**src/rtl/u2b_pkg.sv**
```systemverilog
// u2b_pkg: shared types and width helpers for the windowed unary-to-binary
// converter (u2b_window_cnt and its u2b_ones_cnt counter).
package u2b_pkg;

  // Converter control states.
  typedef enum logic {
    IDLE = 1'b0,
    RUN  = 1'b1
  } u2b_state_e;

  // Result width: count needs LOGLEN+1 bits (0..N), plus one for the sign
  // of the bipolar mapping.
  function automatic int u2b_res_w(input int loglen);
    return loglen + 2;
  endfunction

  // Bipolar offset: the window length N = 2^LOGLEN.
  function automatic int u2b_offset(input int loglen);
    return 1 << loglen;
  endfunction

endpackage

```
**src/rtl/u2b_ones_cnt.sv**
```systemverilog
// u2b_ones_cnt: window bit counter and ones counter. Both are LOGLEN+1 bits
// so an all-ones window of N bits reaches exactly N without wrapping.
// tc flags the enabled bit that completes the window (bit_cnt reaches N).
module u2b_ones_cnt
  import u2b_pkg::*;
#(
  parameter int LOGLEN = 8
) (
  input  logic              clk,
  input  logic              rst_n,
  input  logic              clr,
  input  logic              en,
  input  logic              bit_in,
  output logic [LOGLEN:0]   ones_cnt,
  output logic              tc
);

  localparam int CW = LOGLEN + 1;
  localparam logic [CW-1:0] LAST = CW'((1 << LOGLEN) - 1);

  logic [CW-1:0] bit_cnt;

  // Terminal count: this enabled bit is the N-th of the window.
  assign tc = en && (bit_cnt == LAST);

  // Clear wins over counting; stalled cycles (en=0) hold both counters.
  always_ff @(posedge clk or negedge rst_n) begin
    if (!rst_n) begin
      bit_cnt  <= '0;
      ones_cnt <= '0;
    end else if (clr) begin
      bit_cnt  <= '0;
      ones_cnt <= '0;
    end else if (en) begin
      bit_cnt  <= bit_cnt + CW'(1);
      ones_cnt <= ones_cnt + CW'(bit_in);
    end
  end

endmodule

```
**src/rtl/u2b_window_cnt.sv**
```systemverilog
// u2b_window_cnt: counts the ones in an N = 2^LOGLEN bit unipolar stream
// with a start/done handshake. Build option U2B_BIPOLAR_EN maps the count to
// the two's-complement bipolar value 2*ones - N; otherwise result is the
// plain count.
//
// Timeline with no stalls, start sampled at edge t:
//   t       : RUN, counters cleared
//   t+1..t+N: one bit accepted per edge; edge t+N returns to IDLE
//   t+N+1   : done pulses, result loaded; a start sampled here opens the
//             next window, so back-to-back throughput is N+1 cycles.
module u2b_window_cnt
  import u2b_pkg::*;
#(
  parameter int LOGLEN = 8
) (
  input  logic              clk,
  input  logic              rst_n,
  input  logic              start,
  input  logic              in_en,
  input  logic              in,
  output logic              busy,
  output logic              done,
  output logic [LOGLEN+1:0] result
);

  localparam int RES_W = u2b_res_w(LOGLEN);

  u2b_state_e        state_q, state_d;
  logic              clr;
  logic              cnt_en;
  logic              tc;
  logic              fin_q;
  logic [LOGLEN:0]   ones_cnt;
  logic [RES_W-1:0]  res_map;

  u2b_ones_cnt #(.LOGLEN(LOGLEN)) u_cnt (
    .clk      (clk),
    .rst_n    (rst_n),
    .clr      (clr),
    .en       (cnt_en),
    .bit_in   (in),
    .ones_cnt (ones_cnt),
    .tc       (tc)
  );

  // State register.
  always_ff @(posedge clk or negedge rst_n) begin
    if (!rst_n) state_q <= IDLE;
    else        state_q <= state_d;
  end

  // Next state: start only opens a window from IDLE; a window always runs
  // to completion. Inputs are ignored in IDLE.
  always_comb begin
    state_d = state_q;
    clr     = 1'b0;
    cnt_en  = 1'b0;
    case (state_q)
      IDLE: begin
        if (start) begin
          state_d = RUN;
          clr     = 1'b1;
        end
      end
      RUN: begin
        cnt_en = in_en;
        if (tc) state_d = IDLE;
      end
      default: state_d = IDLE;
    endcase
  end

  assign busy = (state_q == RUN);

  // Map the final count onto the result encoding.
`ifdef U2B_BIPOLAR_EN
  localparam logic [RES_W-1:0] OFS = RES_W'(u2b_offset(LOGLEN));
  always_comb begin
    res_map = {ones_cnt, 1'b0} - OFS;
  end
`else
  always_comb begin
    res_map = {1'b0, ones_cnt};
  end
`endif

  // One edge after the last bit lands: pulse done and capture the result,
  // which then holds until the next window completes.
  always_ff @(posedge clk or negedge rst_n) begin
    if (!rst_n) begin
      fin_q  <= 1'b0;
      done   <= 1'b0;
      result <= '0;
    end else begin
      fin_q <= tc;
      done  <= fin_q;
      if (fin_q) result <= res_map;
    end
  end

endmodule
```
**config.mk**
```make
export PLATFORM = sky130hd
export DESIGN_NAME = u2b_window_cnt
export DESIGN_NICKNAME = d
export VERILOG_FILES = /design/src/rtl/u2b_pkg.sv /design/src/rtl/u2b_ones_cnt.sv /design/src/rtl/u2b_window_cnt.sv
export SDC_FILE = /design/constraint.sdc
export NUM_CORES = 1
export LEC_CHECK = 0
export ABC_AREA = 1
export CORE_UTILIZATION = 25
export CTS_CLUSTER_DIAMETER = 200
export DETAILED_ROUTE_END_ITERATION = 7
export SETUP_SLACK_MARGIN = 0.15
export SLEW_MARGIN = 20
export SYNTH_ARGS = -nofsm -noshare
export SYNTH_HDL_FRONTEND = slang
export SYNTH_SLANG_ARGS = --single-unit
```
**constraint.sdc**
```tcl
create_clock -name clk -period 3.4 [get_ports clk]
set_input_delay 0.68 -clock clk [delete_from_list [all_inputs] [get_ports clk]]
set_output_delay 0.68 -clock clk [all_outputs]
set_load 0.01 [all_outputs]
```
==> run summary <==
The flow ran to the end, and the final reports show no timing, DRC or antenna violations. After clock tree synthesis, the setup repair step added 0 buffers. Entering global routing, the biggest net connects 31 pins.

The die footprint is ~6000 um^2. After synthesis the cells add up to 1415 um^2. Once the floorplan was initialized, standard cells occupied 25.86% of the core. The top cell types in the final layout, fill and taps aside, are sky130_fd_sc_hd__nand2_1 (37), sky130_fd_sc_hd__dfrtp_1 (30), sky130_fd_sc_hd__nor2_1 (18). The root cell of the clock tree is sky130_fd_sc_hd__clkbuf_8. The kind of end point of the critical path is an output pin. The minimum clock period after layout came out at around 2.0 ns. The number of fill cells is 594. Counting flops and latches in the post-synthesis netlist gives 30. The share of post-route cells with drive strength above 1 came out at a little over an eighth. The routability congestion estimate from global placement came out at 0.7215. The register clock-pin slew on the reported worst setup and hold paths came out at approximately 0.070 ns. The placeable core region came out at 5473 um^2.

The post-detailed-route via-to-cell ratio is between 4 and 5. The sum of negative setup slack came out at 0 ns. The post-route antenna net violation count came out at 0.

The critical path data required time came out at roughly 2.7 ns. Summing over every cut layer, the via total after detailed routing is around 1100. The worst-case clock buffer depth came out at 2.

TritonCTS built the clock tree. The worst-skew pair later-pin latency is ~0.28 ns. The count of instances resized after the clock tree is built came out at 0. The depth of the worst register-to-register path came out at 6. The library cell used most frequently in the layout, excluding fill and tap cells, is sky130_fd_sc_hd__nand2_1. Setup repair after global routing left no endpoint under its margin. The critical path depth in cells came out at 1. The path type of the worst setup path is flip-flop to output pin. The remaining routing DRC violations is 0.

The detailed placer's ending HPWL came out at 1.768 mm. Of all nets on the critical path, the largest fanout is 4. The final worst clock skew came out at about 0.0070 ns. Synthesis produced a netlist whose cell count is ~160. The antenna cell count is 0.

After synthesis, the mean cell area works out to around 9.1 um^2. The net count of the finished layout is ~180. The maximum operating frequency is approximately 510 MHz. Across the run, the number of max-cap violations was 0.

After detailed placement, the design holds a cell count of roughly 240. In the final layout, the multi-input gates occupy approximately 570 um^2. The category of the worst setup path launch point is a flip-flop. The worst hold path belongs to the class flip-flop to flip-flop. The leakage power came out at 0.8335 nW.

The count of input and output buffers came out at 15. In this run the worst setup path begins at busy. Clock tree synthesis inserted a total of 5 buffers. The signal on the critical path passes through clkdlybuf4s50_1. The final clock period utilization by the worst path came out at ~58%. The largest stage delay on the critical path came out at between 0.5 and 0.6 ns. The first-pass GRT wire length came out at approximately 4.6 mm.

The horizontal extent of the die came out at a little under 80 um. Yosys mapped the design onto 25 distinct sky130hd cell types. The endpoint identified for the worst register-to-register timing path is u_cnt.bit_cnt[8]. The arrival time at the worst endpoint came out at ~1.3 ns. The last element of the critical path is busy. The peak supply drop is a little under 0.0002 V. The count of final setup violators is 0. The register-to-register setup slack is 1.90 ns. The initial antenna violation count came out at 0. The area of all sequential standard cells came out at 750.7 um^2. The total global routing track utilization came out at roughly a tenth. Yosys printed 0 warnings. Once layout is complete, the cells apart from fillers number approximately 250.

The violation count after the first detailed-route iteration is 65. The per-cell routed wire length is 10.54 um. The area growth from synthesis to layout came out at 21.75%. The via count of the first global-routing pass came out at between 1000 and 1500. The slowest stage of the critical path is the sky130_fd_sc_hd__clkdlybuf4s50_1 cell. The number of placement rows came out at 27.

The first-pass iteration count of the detailed router came out at 4. The hold-fix buffer count after cts is 0. Counting every net in the synthesized netlist gives roughly 160. The routed design has 2.604 mm of wire. Across all hold checks on the routed design, the worst slack comes to 0.5014 ns.

In this run the count of I/O pins placed on the die edge is 17. The count of pins over their slew limit was 0. CTS saw 30 sinks. The combined buffer and inverter count along the critical path came out at 1. In this run the critical register-to-register path is launched from u_cnt.bit_cnt[0].

The H-tree depth came out at 2. The height of the die came out at just under 80 um. The global route total overflow came out at 0. The number of hold-slack violations in the final timing report is 0. The sequential fraction of the synthesis area is between 50% and 60%. The power per cell area is ~530 nW/um^2. The kind of cell with the highest combined delay along the critical path is buffers and inverters.
## cells by family after synthesis
group | after synthesis | synth area share, %
and+or+nand+nor | 78 | 25.11
muxes | 6 | 4.774
adders and majority gates | 4 | 3.537
DFF | 30 | 53.05
AOI/OAI and AO/OA | 17 | 6.809
buffers and inverters | 19 | 6.454
other | 1 | 0.2650
## metal layers
layer	track usage, %	vias to the layer above	share of wire [%]
met4	4.528	0	1.7
met3	3.214	7	4.1
li1	-	533	-
met1	11.57	499	47
met5	0	-	0
met2	16.73	19	47
## synthesized netlist by cell type
master	instances	area, um^2
sky130_fd_sc_hd__nand2_4	1	11.26
sky130_fd_sc_hd__nand4_1	1	6.260
sky130_fd_sc_hd__nand3_1	13	65.06
sky130_fd_sc_hd__buf_4	1	7.510
sky130_fd_sc_hd__dfrtp_1	30	750.7
sky130_fd_sc_hd__nand3b_1	1	7.510
sky130_fd_sc_hd__inv_2	1	3.750
sky130_fd_sc_hd__a21oi_1	6	30.03
sky130_fd_sc_hd__ha_1	4	50.05
sky130_fd_sc_hd__o21bai_1	1	7.510
sky130_fd_sc_hd__a22oi_1	1	7.510
sky130_fd_sc_hd__and3_1	2	12.51
sky130_fd_sc_hd__nand2_1	37	138.9
sky130_fd_sc_hd__mux2_2	6	67.56
sky130_fd_sc_hd__inv_1	14	52.55
sky130_fd_sc_hd__nor2_4	3	33.78
sky130_fd_sc_hd__a21oi_2	1	8.760
sky130_fd_sc_hd__buf_2	1	5.000
sky130_fd_sc_hd__conb_1	1	3.750
sky130_fd_sc_hd__o22ai_1	2	12.51
sky130_fd_sc_hd__nor2_1	18	67.56
sky130_fd_sc_hd__buf_6	2	22.52
sky130_fd_sc_hd__o21ai_0	6	30.03
sky130_fd_sc_hd__nand2_2	1	6.260
sky130_fd_sc_hd__nor2_2	1	6.260
## worst min-delay path by stage
stage / startpoint / end / cells after the start
2_1_floorplan: rst_n / busy / 0
3_3_place_gp: result[5] / result[5] / 1
3_5_place_dp: u_cnt.bit_cnt[6] / u_cnt.bit_cnt[6] / 2
4_1_cts: u_cnt.bit_cnt[6] / u_cnt.bit_cnt[6] / 2
5_1_grt: u_cnt.bit_cnt[6] / u_cnt.bit_cnt[6] / 2
6_report: u_cnt.bit_cnt[6] / u_cnt.bit_cnt[6] / 2
## cell type report
cell class,count,area share [%]
Tap cell,72,5.229
Clock buffer,6,4.793
Multi-Input combinational cell,106,33.26
Inverter,15,3.268
Clock inverter,2,0.7262
Timing Repair Buffer,16,9.150
Sequential cell,30,43.57
## through the flow
step	cell area [um^2]	total power [mW]	setup slack [ns]	util, %
2_1_floorplan	1415	0.5713	1.858	-
3_3_place_gp	1628	0.6132	1.333	29.74
3_5_place_dp	1628	0.6181	1.310	29.74
4_1_cts	1723	0.9269	1.430	31.48
5_1_grt	1723	0.9791	1.403	31.48
6_report	1723	0.9186	1.441	31.48
## sequential cells by signal, summed over array words and instances, names as in the netlist
| name | cells |
|---|---|
| done | 1 |
| u_cnt.bit_cnt | 9 |
| result | 9 |
| fin_q | 1 |
| u_cnt.ones_cnt | 9 |
| busy | 1 |
## power breakdown
| part | internal [mW] | switching (mW) |
|---|---|---|
| registers | 0.413 | 0.0549 |
| clock network | 0.163 | 0.145 |
| logic | 0.0589 | 0.0843 |
(Power assumes the default switching activity.)
